**config.mk**
```make
export PLATFORM = sky130hd
export DESIGN_NAME = hack_screen_scanout
export DESIGN_NICKNAME = d
export VERILOG_FILES = /design/src/rtl/hack_mem_map_pkg.sv /design/src/rtl/hack_scan_shifter.sv /design/src/rtl/hack_screen_scanout.sv
export SDC_FILE = /design/constraint.sdc
export NUM_CORES = 1
export LEC_CHECK = 0
export BUFFER_PORTS_ARGS = -buffer_cell sky130_fd_sc_hd__buf_2
export CORE_AREA = 3 3 87 89
export CTS_CLUSTER_SIZE = 24
export DETAILED_ROUTE_END_ITERATION = 16
export DIE_AREA = 0 0 90 92
export PLACE_DENSITY_LB_ADDON = 0.12
export SETUP_SLACK_MARGIN = 0.02
export SLEW_MARGIN = 25
export SYNTH_ARGS = -nofsm -noshare
export SYNTH_HDL_FRONTEND = slang
export SYNTH_SLANG_ARGS = --single-unit
```
**constraint.sdc**
```tcl
create_clock -name clk -period 4.9 [get_ports clk]
set_clock_uncertainty 0.2 [all_clocks]
set_input_delay 0.735 -clock clk [delete_from_list [all_inputs] [get_ports clk]]
set_output_delay 0.735 -clock clk [all_outputs]
set_load 0.02 [all_outputs]
```
**src/rtl/hack_mem_map_pkg.sv**
```systemverilog
`default_nettype none
// ============================================================================
// Module      : hack_mem_map_pkg
// Description : Hack 32K memory map constants shared by the memory, keyboard
//               and screen scan-out blocks, plus a small width helper.
// Revision    : 1.0 - initial release
// ============================================================================
package hack_mem_map_pkg;

    localparam int          ADDR_W        = 15;
    localparam int          WORD_W        = 16;
    localparam logic [14:0] SCREEN_BASE   = 15'h4000;
    localparam logic [14:0] SCREEN_END    = 15'h5FFF;
    localparam logic [14:0] KBD_ADDR      = 15'h6000;
    localparam int          ROWS          = 256;
    localparam int          WORDS_PER_ROW = 32;

    // Counter width for a modulo-n counter; never narrower than one bit.
    function automatic int clog2_min1(input int n);
        return (n <= 2) ? 1 : $clog2(n);
    endfunction

endpackage
`default_nettype wire

```
**src/rtl/hack_scan_shifter.sv**
```systemverilog
`default_nettype none
// ============================================================================
// Module      : hack_scan_shifter
// Description : 16-bit load/shift register for the screen scan-out. Presents
//               bit 0 first and shifts right on every accepted pixel.
// Ports       : clk, rst_n     - clock, asynchronous active-low reset
//               load/load_data - load a new word (wins over shift)
//               shift          - current pixel accepted by the consumer
//               pix/valid      - current pixel and its qualifier
//               load_req       - register empty or emptying this cycle
// Revision    : 1.0 - initial release
// ============================================================================
module hack_scan_shifter
    import hack_mem_map_pkg::*;
(
    input  logic              clk,
    input  logic              rst_n,
    input  logic              load,
    input  logic [WORD_W-1:0] load_data,
    input  logic              shift,
    output logic              pix,
    output logic              valid,
    output logic              load_req
);

    localparam int                 c_cnt_w    = $clog2(WORD_W);
    localparam logic [c_cnt_w-1:0] c_last_bit = c_cnt_w'(WORD_W - 1);

    logic [WORD_W-1:0]  r_sr;
    logic [c_cnt_w-1:0] r_cnt;
    logic               r_valid;
    logic               w_last;

    // Bit 15 being accepted frees the register for a same-cycle reload,
    // which is what keeps the stream bubble-free across word boundaries.
    assign w_last   = shift && (r_cnt == c_last_bit);
    assign load_req = !r_valid || w_last;

    always_ff @(posedge clk or negedge rst_n) begin
        if (!rst_n) begin
            r_sr    <= '0;
            r_cnt   <= '0;
            r_valid <= 1'b0;
        end else if (load) begin
            r_sr    <= load_data;
            r_cnt   <= '0;
            r_valid <= 1'b1;
        end else if (shift) begin
            r_sr    <= r_sr >> 1;
            r_cnt   <= r_cnt + 1'b1;
            if (w_last) begin
                r_valid <= 1'b0;
            end
        end
    end

    assign pix   = r_valid & r_sr[0];
    assign valid = r_valid;

endmodule
`default_nettype wire

```
**src/rtl/hack_screen_scanout.sv**
```systemverilog
`default_nettype none
// ============================================================================
// Module      : hack_screen_scanout
// Description : Walks the Hack screen region one word at a time over a
//               dedicated read port and streams it out as 1-bit pixels with
//               a valid/ready handshake and frame/line markers.
// Ports       : clk, rst_n           - clock, asynchronous active-low reset
//               enable               - run frames while high (sampled in IDLE)
//               mem_address/mem_rd   - read request into the memory map
//               mem_in               - read data, RD_LATENCY cycles later
//               pix/pix_valid/pix_ready - pixel stream handshake
//               sof/sol/eof          - first of frame / first of row / last
//               busy                 - frame in progress
// Revision    : 1.0 - initial release
// ============================================================================
module hack_screen_scanout #(
    parameter logic [14:0] SCREEN_BASE   = hack_mem_map_pkg::SCREEN_BASE,
    parameter int          ROWS          = hack_mem_map_pkg::ROWS,
    parameter int          WORDS_PER_ROW = hack_mem_map_pkg::WORDS_PER_ROW,
    parameter int          RD_LATENCY    = 1
) (
    input  logic        clk,
    input  logic        rst_n,
    input  logic        enable,
    output logic [14:0] mem_address,
    output logic        mem_rd,
    input  logic [15:0] mem_in,
    output logic        pix,
    output logic        pix_valid,
    input  logic        pix_ready,
    output logic        sof,
    output logic        sol,
    output logic        eof,
    output logic        busy
);

    import hack_mem_map_pkg::*;

    localparam int                 c_words      = ROWS * WORDS_PER_ROW;
    localparam logic [14:0]        c_last_addr  = SCREEN_BASE + 15'(c_words - 1);
    localparam int                 c_px_per_row = WORDS_PER_ROW * WORD_W;
    localparam int                 c_px_w       = clog2_min1(c_px_per_row);
    localparam int                 c_row_w      = clog2_min1(ROWS);
    localparam logic [c_px_w-1:0]  c_last_px    = c_px_w'(c_px_per_row - 1);
    localparam logic [c_row_w-1:0] c_last_row   = c_row_w'(ROWS - 1);

    localparam logic [1:0] c_st_idle  = 2'd0;
    localparam logic [1:0] c_st_run   = 2'd1;
    localparam logic [1:0] c_st_drain = 2'd2;

    logic [1:0]            r_state;
    logic [14:0]           r_addr;
    logic [RD_LATENCY-1:0] r_inflight;
    logic [WORD_W-1:0]     r_buf;
    logic                  r_buf_valid;
    logic [c_px_w-1:0]     r_px;
    logic [c_row_w-1:0]    r_row;

    logic w_issue;
    logic w_data_valid;
    logic w_accept;
    logic w_buf_take;
    logic w_load_req;
    logic w_sr_valid;
    logic w_sr_pix;
    logic w_start;
    logic w_eof;
    logic w_last_rd;

    assign w_start      = (r_state == c_st_idle) && enable;
    assign w_data_valid = r_inflight[RD_LATENCY-1];
    assign w_buf_take   = w_load_req && r_buf_valid;
    assign w_accept     = w_sr_valid && pix_ready;
    assign w_last_rd    = (r_addr == c_last_addr);
    assign w_eof        = w_sr_valid && (r_row == c_last_row) && (r_px == c_last_px);

    // Only one read may be outstanding, and only when its data is guaranteed
    // a home: the buffer is empty now or is handed to the shifter this cycle.
    // Because of that, returning data always finds the buffer empty.
    assign w_issue = (r_state == c_st_run) && (r_inflight == '0) &&
                     (!r_buf_valid || w_buf_take);

    always_ff @(posedge clk or negedge rst_n) begin
        if (!rst_n) begin
            r_state <= c_st_idle;
        end else begin
            case (r_state)
                c_st_idle:  if (enable)                 r_state <= c_st_run;
                c_st_run:   if (w_issue && w_last_rd)   r_state <= c_st_drain;
                c_st_drain: if (w_accept && w_eof)      r_state <= c_st_idle;
                default:                                r_state <= c_st_idle;
            endcase
        end
    end

    // The address parks on the last screen word rather than stepping into
    // the keyboard register; it is rewound when the next frame starts.
    always_ff @(posedge clk or negedge rst_n) begin
        if (!rst_n) begin
            r_addr <= SCREEN_BASE;
        end else if (w_start) begin
            r_addr <= SCREEN_BASE;
        end else if (w_issue && !w_last_rd) begin
            r_addr <= r_addr + 15'd1;
        end
    end

    always_ff @(posedge clk or negedge rst_n) begin
        if (!rst_n) begin
            r_inflight  <= '0;
            r_buf       <= '0;
            r_buf_valid <= 1'b0;
        end else begin
            r_inflight <= (r_inflight << 1) | RD_LATENCY'(w_issue);
            if (w_data_valid) begin
                r_buf       <= mem_in;
                r_buf_valid <= 1'b1;
            end else if (w_buf_take) begin
                r_buf_valid <= 1'b0;
            end
        end
    end

    always_ff @(posedge clk or negedge rst_n) begin
        if (!rst_n) begin
            r_px  <= '0;
            r_row <= '0;
        end else if (w_start) begin
            r_px  <= '0;
            r_row <= '0;
        end else if (w_accept) begin
            if (r_px == c_last_px) begin
                r_px  <= '0;
                r_row <= (r_row == c_last_row) ? '0 : r_row + 1'b1;
            end else begin
                r_px <= r_px + 1'b1;
            end
        end
    end

    hack_scan_shifter u_shifter (
        .clk       (clk),
        .rst_n     (rst_n),
        .load      (w_buf_take),
        .load_data (r_buf),
        .shift     (w_accept),
        .pix       (w_sr_pix),
        .valid     (w_sr_valid),
        .load_req  (w_load_req)
    );

    assign mem_address = r_addr;
    assign mem_rd      = w_issue;
    assign pix         = w_sr_pix;
    assign pix_valid   = w_sr_valid;
    assign sof         = w_sr_valid && (r_row == '0) && (r_px == '0);
    assign sol         = w_sr_valid && (r_px == '0);
    assign eof         = w_eof;
    assign busy        = (r_state != c_st_idle);

endmodule
`default_nettype wire
```
==> summary.txt, run 1 <==
Worst setup path
  • Worst R2R Start: r_px[0]
  • Crit path kind: reg2out
  • Reg2Reg Setup Slack: ~2.6 ns
  • Critical Path Sink Type: primary output
  • Critical Path RT: 3.96 ns
  • CP Launch Point: u_shifter.r_cnt[0]
  • WP data arrival: 1.96 ns
  • CP Max Fanout: 7
  • Crit path launch type: flop

Synth
  • Synth Area in Adders: 0.0243
  • Largest family of logic cells by synthesized area: simple AND/OR/NAND/NOR gates
  • Synthesized Nets: 380
  • Largest cells by area after synthesis: dfrtp_1 50%, mux2i_1 8.1%, nand2_1 5.7%
  • Post-synthesis sequential area ratio: 0.508
  • Number of synthesized flops with an enable pin: 0
  • Synth Area in Simple Gates: 0.215
  • Most instantiated library cell after synthesis: dfrtp_1
  • Ys async rst share: 1.00
  • Proportion of synthesized area in mux cells: 0.131
  • Syn_area_per_cell: 10.2 um^2
  • Post-synthesis xor/xnor area fraction: 0.0146
  • FF+latch count, synth: 73
  • Synth top cells by count: 72 x dfrtp_1, 55 x nand2_1, 29 x mux2i_1, 26 x o21ai_0, 16 x mux2_2
  • Ys flop type: dfrtp_1
  • Area leader, netlist: dfrtp_1
  • Post-Syn Instances: 353
  • Synth unique cells: 42
  • Mapped cell area: 0.00360 mm^2
  • Post-synth top area share: 0.500
  • Synth Area in Compound Gates: 0.0806
  • Ys Warns: 0

STA
  • Slew HR: 0.459
  • TNS Setup: 0 ns
  • Fmax: 0.345 GHz
  • Final Hold Vio Count: 0
  • Endpoints failing setup: 0
  • RSZ-0062 raised after global routing: false
  • Tmin final: 2.90 ns
  • Slew Viols, Final: 0
  • Final Cycle Share: 0.591
  • Slew @ Worst Pin: 0.812 ns

Detailed routing
  • Vias: about 2700
  • Wire per inst: 14.1 um
  • Vias per cell: ~5.4
  • Remaining DRCs: 0
  • DRT Pass-1 Iters: 4
  • Post-DRT Antenna Nets: 0
  • WL final: 6920 um
  • Drt first-iter violations: about 100

Clocking
  • Setup repair bufs after CTS: 0
  • Worst-path clk slew: approximately 0.08 ns
  • CTS sink count: 73
  • Htree depth: 3
  • Root buf cell: clkbuf_8
  • Hold_buf cts: 0
  • CTS tree: built
  • Clock Path Buffers: 2
  • CTS-repair resized insts: 0
  • Num CTS Buffers: 9
  • Clk_lat worst skew: ~0.34 ns

Pwr
  • Static leakage: 1.89 nW
  • Max VDD drop: between 0.2 and 0.3 mV
  • Overall power: 0.00185 W
  • PwrDens: around 450 mW/mm^2

Finish
  • Post-layout util: 0.595
  • Final Instance Area: 0.00407 mm^2
  • Sequential Area: 0.00183 mm^2
  • Antenna Cells: 0
  • Area occupied by multi-input gates: 0.00169 mm^2
  • Non-filler cells, final: around 490
  • Final #Nets: 418
  • Layout area overhead: 12.9%
  • Share of post-route cells with drive strength above 1: 0.208
  • Fillers: 590

GRT
  • Initial antenna violation count: 0
  • Largest net degree at the start of global routing: 38
  • First-pass GRT wire length: 12200 um
  • Grt met1 use: 0.239
  • Vias in the first global route: 2625
  • Met2 usage: 0.285
  • GR Overflow Total: 0
  • Overall Global Routing Usage: 0.180
  • M3 GR Usage: 0.0386
  • GRT busiest layer: met2

Job
  • Max-cap violations: 0

Floorplanning
  • Die height: 92 um
  • Core Area: 0.00683 mm^2
  • Starting Density: 0.527
  • # rows: 30
  • Die X-Extent: roughly 90 um
  • Die ar.: 0.00828 mm^2
  • # IOs: 42

Run status
  • Status: complete, no violations

Placed design
  • Post-detailed-placement cell area: 0.00388 mm^2
  • I/O Buffers: 41
  • Hpwl dp: between 4000 and 5000 um
  • Inst Count DP: 476
  • Placer Congestion: 0.855

Worst hold path
  • Min-delay worst type: in2async
worst max-delay path: stages (launching register included):
cell,delay [ns]
dfrtp_1,0.39
ha_1,0.18
nand4_1,0.18
a311o_1,0.47
inv_1,0.20
buf_2,0.20
sequential cells by signal, summed over array words and instances, names as in the netlist:
signal and cells:
r_state 2, r_px 9, r_inflight 1, u_shifter.valid 1
r_buf 16, r_buf_valid 1, u_shifter.r_cnt 4, r_row 8
u_shifter.r_sr 16, mem_address 15
placed cells by master, fill, tap and decap left out, types with 3 or more instances in the layout:
cell type	instances
a21o_1	3
a21oi_1	13
and2_1	4
and3_1	8
and4_1	4
buf_2	41
buf_4	3
clkbuf_8	11
dfrtp_1	72
ha_1	7
inv_1	6
mux2_2	16
mux2i_1	29
nand2_1	54
nand2b_1	7
nand3_1	9
nand4_1	10
nor2_1	15
nor3_1	6
nor4_1	6
nor4b_1	4
o21ai_0	26
or3_1	4
xor2_1	4
layer usage:
metal,up-vias,part of all wire
li1,1337,-
met1,1290,0.49
met2,40,0.47
met3,6,0.031
met4,0,0.011
met5,-,0
cell families (layout without fill, tap and decap cells):
kind of cell    after synthesis  in the layout
fa+ha+maj                     7              7
xor+xnor                      6              6
simple gates                148            148
buf+inv                      23             65
flops                        73             73
compound gates               51             51
mux                          45             45
final timing paths:
| check | to | cells after the start |
|---|---|---|
| worst max register to register | r_row[5] | 8 |
| max in group asynchronous | mem_address[14] | 2 |
| worst min-delay path | r_px[2] | 1 |
| worst min register to register | u_shifter.r_sr[12] | 2 |
| worst max-delay path | mem_rd | 5 |
| min in group clk | u_shifter.r_sr[12] | 2 |
final cells by class:
type,count,area share
Clock inverter,4,0.00708
Inverter,6,0.00554
Clock buffer,11,0.0372
Tap cell,96,0.0295
Sequential cell,73,0.450
Timing Repair Buffer,44,0.0560
Multi-Input combinational cell,257,0.415
power breakdown:
part	leakage [nW]	switching (W)	internal, W
clock network	0.0874	0.000221	0.000209
logic	0.894	0.000238	0.000226
registers	0.909	0.000165	0.000792
total	1.89	0.000624	0.00123
stage by stage:
step                      hold slack [ns]  worst slack [ns]
final                               0.264              2.00
after global routing                0.317              1.87
after CTS                           0.286              1.99
after detailed placement            0.267              2.03
after global placement              0.263              2.06
after floorplan                     0.239              2.42
Power figures use the tool's default switching activity.
==> inputs of run 2 (changes only) <==
==> constraint.sdc (replaced) <==
create_clock -name clk -period 2.75 [get_ports clk]
set_clock_uncertainty 0.2 [all_clocks]
set_input_delay 0.4125 -clock clk [delete_from_list [all_inputs] [get_ports clk]]
set_output_delay 0.4125 -clock clk [all_outputs]
set_load 0.02 [all_outputs]
==> run 2 against run 1 <==
  * Setup slack got worse by 1.8 ns
  * Final cell count increased by 1.0%
  * Register-to-register slack worse by 2.2 ns
  * Cell area grew 2.3%
  * Sequential share of layout area is 1.0 points lower
  * Sequential cell count is the same
  * Count of clock-buffer cells in the layout is 1 higher
  * Critical path depth did not move
  * Routed wire length increased by 2.1%
  * Utilization up 1.4 points
  * Critical path type unchanged
==> summary.txt, run 2 (synthesized netlist as in run 1, its figures left out) <==
GRT
  • Initial antenna violation count: 0 (unchanged)
  • Largest net degree at the start of global routing: 74 (+95%)
  • GR Overflow Total: 0 (unchanged)
  • Overall Global Routing Usage: 0.186 (+0.00606)
  • Vias in the first global route: 2656 (+1.2%)
  • First-pass GRT wire length: 12600 um (+3.7%)

Pwr
  • PwrDens: 844 mW/mm^2 (+85%)
  • Gate power share: 0.246 (-0.005)
  • P_sw: 0.00112 W (+80%)
  • Internal: 0.00238 W (+94%)
  • Max VDD drop: 0.504 mV (+80%)
  • Sw Share: 0.320 (-0.0167)
  • Clock power frac: 0.273 (+0.041)
  • Static leakage: 1.94 nW (+2.4%)
  • Reg power frac: 0.481 (-0.036)

STA
  • Slew @ Worst Pin: 0.588 ns (-0.224 ns)
  • RSZ-0062 raised after global routing: false
  • Slew HR: 0.605 (+0.146)
  • Slew Viols, Final: 0 (unchanged)
  • Tmin final: 2.59 ns
  • Endpoints failing setup: 0 (unchanged)
  • Fmax: 0.386 GHz
  • Final Hold Vio Count: 0 (unchanged)
  • TNS Setup: 0 ns (unchanged)
  • Final Cycle Share: 0.943

Detailed routing
  • Vias: 2698 (+0.94%)
  • Drt first-iter violations: 114 (+15%)
  • WL final: 7070 um (+2.1%)
  • Wire per inst: 14.2 um (+1.1%)
  • Vias per cell: 5.44 (about the same)
  • Remaining DRCs: 0 (unchanged)
  • Post-DRT Antenna Nets: 0 (unchanged)
  • DRT Pass-1 Iters: 4 (unchanged)

Job
  • Max-cap violations: 0 (unchanged)

Worst setup path
  • Critical Path Sink Type: primary output
  • Critical Path RT: 2.14 ns (-1.82 ns)
  • Slowest CP cell: a311o_1
  • Crit path buf inv count: 2 (unchanged)
  • WP data arrival: 1.98 ns (+0.02 ns)
  • Max incr delay on CP: 0.46 ns (about the same)
  • Cells along the critical path: ha_1, nand4_1, a311o_1, inv_1, buf_2
  • Crit path kind: reg2out
  • CP Max Fanout: 7 (unchanged)
  • Top delay family on crit path: compound AO/OA/AOI/OAI gates
  • Crit path launch type: flop

Clocking
  • CTS-repair resized insts: 0 (unchanged)
  • Worst-path clk slew: 0.08 ns (about the same)
  • Num CTS Buffers: 9 (unchanged)
  • Root buf cell: clkbuf_8
  • CTS sink count: 73 (unchanged)
  • CTS tree: built
  • Setup repair bufs after CTS: 0 (unchanged)
  • Clk_lat worst skew: 0.34 ns (about the same)
  • Htree depth: 3 (unchanged)
  • Clock Path Buffers: 2 (unchanged)

Placed design
  • Hpwl dp: 4680 um (-0.72%)
  • Placer Congestion: 0.900 (+5.2%)
  • Post-detailed-placement cell area: 0.00392 mm^2 (+0.90%)
  • Inst Count DP: 479 (+0.63%)
  • I/O Buffers: 41 (unchanged)

Run status
  • Status: complete, no violations

Floorplanning
  • Die height: 92 um (unchanged)
  • Die X-Extent: 90 um (unchanged)
  • Core Area: 0.00683 mm^2 (unchanged)
  • Starting Density: 0.527 (unchanged)
  • # IOs: 42 (unchanged)
  • Die ar.: 0.00828 mm^2 (unchanged)
  • # rows: 30 (unchanged)

Worst hold path
  • Min-delay worst type: in2reg

Finish
  • Share of post-route cells with drive strength above 1: 0.210 (+0.00241)
  • Most frequent cells in the layout: 72 x dfrtp_1, 55 x nand2_1, 41 x buf_2, 29 x mux2i_1, 26 x o21ai_0
  • Sequential Area: 0.00183 mm^2 (unchanged)
  • Post-layout util: 0.609 (+0.0136)
  • Layout area overhead: 15.5%
  • Final Instance Area: 0.00416 mm^2 (+2.3%)
  • Commonest non-fill, non-tap cell in the layout: dfrtp_1
  • Fillers: 597 (+1.2%)
  • Antenna Cells: 0 (unchanged)
  • Non-filler cells, final: 496 (+1.0%)
  • Area occupied by multi-input gates: 0.00169 mm^2 (-0.15%)
  • Final #Nets: 422 (+0.96%)
## run 2: cell types whose count changed in the layout (fill, tap and decap cells not counted), sizes merged
cell / change
dlygate4sd3: +1
clkbuf: +1
buf: +3
clkinv: -2
bufinv: +2
## run 2: area by class of cell
class,count,share of cell area
tap,96,0.0289
timing repair buffer,48,0.0656
clock inverter,4,0.0181
multi-input combinational,257,0.405
sequential,73,0.440
inverter,6,0.00542
clock buffer,12,0.0373
## run 2: routing by layer
metal | GRT usage | share of wire | up-vias
met5 | 0 | 0 | -
met4 | 0.0816 | 0.018 | 0
met3 | 0.0336 | 0.030 | 12
met2 | 0.287 | 0.45 | 37
met1 | 0.257 | 0.50 | 1308
li1 | - | - | 1341
## run 2: timing repair
item,CTS,global route
setup endpoints to repair,0,0
hold buffers,1,0
hold endpoints to repair,72,0
## run 2: power groups by stage
stage               clock (W)  combinational [W]  sequential, W
global placement            0           0.000840        0.00169
finish               0.000958           0.000862        0.00169
detailed placement          0           0.000867        0.00171
global route          0.00103           0.000972        0.00175
CTS                  0.000981           0.000874        0.00169
floorplan                   0           0.000606        0.00169
## run 2: per-stage QoR
stage	hold WS (ns)	worst slack [ns]	power, W
finish	0.0959	0.158	0.00351
global route	0.0877	0.0364	0.00375
CTS	0.0847	0.167	0.00354
detailed placement	0.266	0.508	0.00257
global placement	0.260	0.562	0.00253
floorplan	-0.0831	0.594	0.00230
## run 2: path summary, 6_finish.rpt
check / from / to / slack [ns] / cells past startpoint
worst max register to register: r_px[0] / r_px[7] / 0.47 / 8
min in group asynchronous: rst_n / r_px[6] / 0.42 / 3
worst min register to register: r_buf[6] / u_shifter.r_sr[6] / 0.28 / 2
max in group asynchronous: rst_n / mem_address[14] / 1.60 / 3
worst min-delay path: mem_in[7] / r_buf[7] / 0.1 / 2
worst max-delay path: u_shifter.r_cnt[0] / mem_rd / 0.16 / 5
